`src/rtl/i2s_audio_tx_pkg.sv`:
```
// Shared audio-path definitions: default clock ratios and parameter sanity helpers.
package i2s_audio_tx_pkg;

  localparam int DEF_SCLK_DIV = 8;
  localparam int DEF_SLOT_W   = 32;
  localparam int DEF_SAMPLE_W = 16;

  function automatic int frame_clocks(input int sclk_div, input int slot_w);
    return 2 * slot_w * sclk_div;
  endfunction

  function automatic bit params_ok(input int sclk_div, input int slot_w, input int sample_w);
    return (sclk_div >= 2) && ((sclk_div % 2) == 0) &&
           (sample_w >= 1) && (sample_w <= slot_w);
  endfunction

endpackage

```
`src/rtl/i2s_clkgen.sv`:
```
// I2S bit/word clock generator: divides the audio clock into SCLK and LRCLK
// and flags the SCLK falling edge and the serialiser load point.
module i2s_clkgen #(
  parameter int SCLK_DIV = 8,
  parameter int SLOT_W   = 32
) (
  input  logic clk_audio,
  input  logic rst_n,
  output logic sclk,
  output logic lrclk,
  output logic fall_tick,
  output logic load_tick
);

  localparam int DW = $clog2(SCLK_DIV);
  localparam int BW = $clog2(2 * SLOT_W);

  logic [DW-1:0] div_cnt, div_nxt;
  logic [BW-1:0] bit_cnt, bit_nxt;

  always_comb begin
    fall_tick = (div_cnt == DW'(SCLK_DIV - 1));
    div_nxt   = fall_tick ? '0 : div_cnt + DW'(1);
    bit_nxt   = (bit_cnt == BW'(2 * SLOT_W - 1)) ? '0 : bit_cnt + BW'(1);
    // bit 1 carries the left MSB, so the shift register is filled while entering it
    load_tick = fall_tick && (bit_nxt == BW'(1));
  end

  always_ff @(posedge clk_audio or negedge rst_n) begin
    if (!rst_n) begin
      div_cnt <= '0;
      bit_cnt <= BW'(2 * SLOT_W - 1);
      sclk    <= 1'b0;
      lrclk   <= 1'b1;
    end else begin
      div_cnt <= div_nxt;
      sclk    <= (div_nxt >= DW'(SCLK_DIV / 2));
      if (fall_tick) begin
        bit_cnt <= bit_nxt;
        lrclk   <= (bit_nxt >= BW'(SLOT_W));
      end
    end
  end

endmodule

```
`src/rtl/i2s_audio_tx.sv`:
```
// Philips I2S transmitter: one-entry sample buffer behind a valid/ready port,
// serialised MSB-first with the standard one-bit delay after LRCLK.
module i2s_audio_tx
  import i2s_audio_tx_pkg::*;
#(
  parameter int SCLK_DIV = DEF_SCLK_DIV,
  parameter int SLOT_W   = DEF_SLOT_W,
  parameter int SAMPLE_W = DEF_SAMPLE_W
) (
  input  logic                clk_audio,
  input  logic                rst_n,
  input  logic [SAMPLE_W-1:0] in_left,
  input  logic [SAMPLE_W-1:0] in_right,
  input  logic                in_valid,
  output logic                in_ready,
  output logic                i2s_sclk,
  output logic                i2s_lrclk,
  output logic                i2s_sdata,
  output logic                underrun
);

  localparam int FW = 2 * SLOT_W;

  if (!params_ok(SCLK_DIV, SLOT_W, SAMPLE_W) || frame_clocks(SCLK_DIV, SLOT_W) < 4) begin : g_param_check
    $error("i2s_audio_tx: SCLK_DIV must be even and >= 2, and SAMPLE_W must not exceed SLOT_W");
  end

  logic                fall_tick, load_tick, accept, buf_full;
  logic [SAMPLE_W-1:0] left_buf, right_buf;
  logic [FW-1:0]       shreg, shreg_nxt, frame_word;

  i2s_clkgen #(
    .SCLK_DIV (SCLK_DIV),
    .SLOT_W   (SLOT_W)
  ) u_clkgen (
    .clk_audio (clk_audio),
    .rst_n     (rst_n),
    .sclk      (i2s_sclk),
    .lrclk     (i2s_lrclk),
    .fall_tick (fall_tick),
    .load_tick (load_tick)
  );

  assign in_ready = !buf_full;
  assign accept   = in_valid && !buf_full;

  // Samples are left-justified in their slots; shifts avoid zero-width padding when SAMPLE_W == SLOT_W.
  assign frame_word = (FW'(left_buf)  << (FW - SAMPLE_W)) |
                      (FW'(right_buf) << (SLOT_W - SAMPLE_W));

  always_comb begin
    shreg_nxt = shreg;
    if (load_tick)
      shreg_nxt = buf_full ? frame_word : '0;
    else if (fall_tick)
      shreg_nxt = {shreg[FW-2:0], 1'b0};
  end

  always_ff @(posedge clk_audio or negedge rst_n) begin
    if (!rst_n) begin
      left_buf  <= '0;
      right_buf <= '0;
      buf_full  <= 1'b0;
      shreg     <= '0;
      i2s_sdata <= 1'b0;
      underrun  <= 1'b0;
    end else begin
      // An accept on an empty-buffer load tick is held for the following frame.
      if (accept) begin
        left_buf  <= in_left;
        right_buf <= in_right;
        buf_full  <= 1'b1;
      end else if (load_tick) begin
        buf_full  <= 1'b0;
      end
      shreg    <= shreg_nxt;
      underrun <= load_tick && !buf_full;
      if (fall_tick)
        i2s_sdata <= shreg_nxt[FW-1];
    end
  end

endmodule

```
`config.mk`:
```
export PLATFORM = sky130hd
export DESIGN_NAME = i2s_audio_tx
export DESIGN_NICKNAME = d
export VERILOG_FILES = /design/src/rtl/i2s_audio_tx_pkg.sv /design/src/rtl/i2s_clkgen.sv /design/src/rtl/i2s_audio_tx.sv
export SDC_FILE = /design/constraint.sdc
export NUM_CORES = 1
export LEC_CHECK = 0
export BUFFER_PORTS_ARGS = -buffer_cell sky130_fd_sc_hd__buf_2
export CORE_MARGIN = 1
export CORE_UTILIZATION = 55
export CTS_CLUSTER_SIZE = 12
export DETAILED_ROUTE_END_ITERATION = 7
export GPL_ROUTABILITY_DRIVEN = 0
export GPL_TIMING_DRIVEN = 0
export PLACE_DENSITY = 0.74
export SLEW_MARGIN = 20
export SYNTH_ARGS = -nofsm -noshare
export SYNTH_HDL_FRONTEND = slang
export SYNTH_SLANG_ARGS = --single-unit
```
`constraint.sdc`:
```
create_clock -name clk_audio -period 5.15 [get_ports clk_audio]
set_input_delay 0.7725 -clock clk_audio [delete_from_list [all_inputs] [get_ports clk_audio]]
set_output_delay 0.7725 -clock clk_audio [all_outputs]
set_load 0.01 [all_outputs]
```
==> out/results.ini <==
[floorplan]
core_area_um2=8340
die_w_um=95.7
die_h_um=95.7
io_pins=40
initial_core_util_pct=57.9
rows=33
die_area_um2=9160

[setup_path]
worst_r2r_endpoint=shreg[28]$_DFFE_PN0P_
startpoint_type=register
slowest_stage=clkbuf_1
endpoint_kind=register
path_class=register to register
ff2ff_setup_slack_ns=2.95
cp.required_ns=5.46
critPathArrivalTime_ns=2.51
r2r_start=u_clkgen.div_cnt[0]$_DFF_PN0_
path_cells=ha_1 -> ha_1 -> inv_1 -> clkbuf_1 -> clkbuf_1 -> o2bb2ai_1 -> a311o_1
r2r_cells=7
crit_path_max_incr_delay_ns=0.47
worstPathMaxFanout=10

[detailed_routing]
wire_per_inst_um=16.7
drt_iter0_drc=183
drt-pass1-iter-count=5
wl_mm=9.22
post-route-drc-count=0
via_per_inst=6.19
ant_nets=0
num_vias=3408

[sta]
finalSetupViolations=0
tightest_slew_ns=0.547
fin_setup_tns_ns=0
drv_slew=0
worst_slack_ns=2.95
fmax_mhz=454
rsz0062_at_grt=false
whs_ns=0.323
fin_crit_ns=2.20
finalCritPeriodShare_pct=42.7
slew_headroom_pct=63.5
fin_skew_ns=0.0110
hold_violations=0

[place]
pre_cts_slack_ns=2.96
place_inst=536
portBuffers=39
dp_hpwl_mm=6.25

[cts]
ctsResizeCount=0
h-tree-depth=3
clk_path_buf_depth=2
cts_setup_buffers=0
root_buffer=clkbuf_8
cts_tree=done
hold_buffers=0
cts.sinks=107
numCtsBuffers=9
clk_latency_ns=0.37
clkTransAtPathRegs_ns=0.10

[layout]
final_nets=481
stdcell_count=551
final_cell_mix=dfrtp_1, buf_2, nand2_1, a21oi_1
layout_commonest_cell=dfrtp_1
drive_gt1_share_pct=28.7
synthToLayoutAreaGrowth_pct=11.5
diodes=0

[synthesis]
synthXorXnorAreaFrac_pct=0.544
ys.flop_type=dfrtp_1
syn_inst=391
ys_seq_area_share_pct=55.6
synth_compound_area_share_pct=24.7
synthSimpleGateAreaFrac_pct=5.46
syn_avg_cell_area_um2=12.4
yosysUniqueCellTypes=40
synth_top_family_by_area=compound AO/OA/AOI/OAI gates
muxShareOfSynthArea_pct=7.46
synth_area_um2=4830
yosysWarnings=0
synth-seq-cells=107
synth_top_area_cell=dfrtp_1
synthArstFlopShare_pct=100
synth_area_leaders=dfrtp_1, a311o_1, mux2_2
synth_nets=430
synth-edff-count=0
synthAdderAreaFrac_pct=1.04
synth_top_area_share_pct=51.8

[pwr]
powerDensity_nw_per_um2=291
p_total_mw=1.57
leakage_nw=2.37
vdd_drop_max_uv=167

[global_route]
grt_max_degree=60
antenna_found_initial=0
first_global_vias=3322
track_usage_pct=23.2
overflow=0
grt_pass1_wl_mm=16.1

[run_status]
status=finished clean

[job]
drv_cap=0

[hold_path]
hp-class=input port to asynchronous set/reset pin

-- synthesized netlist by cell type, types with 2 or more instances --
cell type,number
mux2_2,27
nor2b_1,3
mux2_1,5
o21ai_0,5
a21oi_1,33
dfrtp_1,100
nand3_1,5
xnor2_1,3
buf_4,2
a31oi_1,2
o2bb2ai_1,31
o31ai_1,3
nor2_1,4
a311o_1,31
clkbuf_1,12
ha_1,4
dfstp_2,7
nand2_1,37
buf_6,8
inv_1,4
a22o_1,30
buf_2,17
-- critical path, delay by kind of cell (launching register included) --
kind	cells	cell delay, ns
buffers and inverters	3	1.00
AOI/OAI and AO/OA	2	0.33
DFF	1	0.40
adders and majority gates	2	0.42
-- registers in the layout, indices dropped and copies added, names as in the netlist --
| signal | cells |
|---|---|
| u_clkgen.div_cnt | 3 |
| left_buf | 16 |
| shreg | 62 |
| u_clkgen.bit_cnt | 6 |
| right_buf | 16 |
| underrun | 1 |
| buf_full | 1 |
| i2s_sdata | 1 |
| u_clkgen.lrclk | 1 |
-- stage by stage --
stage / area (um^2) / util (%)
after detailed placement: 5190 / 62.3
after global placement: 5160 / 61.9
after global routing: 5390 / 64.6
after floorplan: 4830 / -
after CTS: 5390 / 64.6
final: 5390 / 64.6
-- worst max path at each step --
stage	start	endpoint	slack, ns
after floorplan	u_clkgen.bit_cnt[0]$_DFFE_PN1P_	shreg[16]$_DFFE_PN0P_	3.28
after global placement	rst_n	left_buf[12]$_DFFE_PN0P_	2.15
after detailed placement	u_clkgen.div_cnt[0]$_DFF_PN0_	shreg[28]$_DFFE_PN0P_	2.96
after CTS	u_clkgen.div_cnt[0]$_DFF_PN0_	shreg[28]$_DFFE_PN0P_	2.94
after global routing	u_clkgen.div_cnt[0]$_DFF_PN0_	i2s_sdata$_DFFE_PN0P_	2.72
final	u_clkgen.div_cnt[0]$_DFF_PN0_	shreg[28]$_DFFE_PN0P_	2.95
-- final cells by class --
| class | instances | area, um^2 |
|---|---|---|
| fill | 663 | 2950 |
| sequential | 107 | 2690 |
| multi-input combinational | 240 | 1890 |
| buffer | 39 | 235 |
| timing repair buffer | 40 | 229 |
| tap | 105 | 131 |
| clock buffer | 9 | 124 |
| clock inverter | 6 | 73.8 |
| inverter | 5 | 18.8 |
-- metal layers --
layer / wire, um / GRT usage [%]
met1: 4270 / 32.2
met2: 4550 / 37.0
met3: 325 / 5.45
met4: 71 / 5.60
met5: 0 / 0
-- power breakdown --
part	internal, mW	switching, mW
Sequential	0.904	0.0366
Combinational	0.0699	0.0410
Clock	0.229	0.290
-- cell families (layout without fill, tap and decap cells) --
logic type / Yosys count / count (layout)
adder cells (fa/ha/maj): 4 / 4
AND/OR/NAND/NOR: 58 / 58
multiplexers: 32 / 32
buffers and inverters: 44 / 99
AO/OA/AOI/OAI: 143 / 143
XOR/XNOR: 3 / 3
flip-flops: 107 / 107
Note: power is estimated with default switching activity, not from simulation.
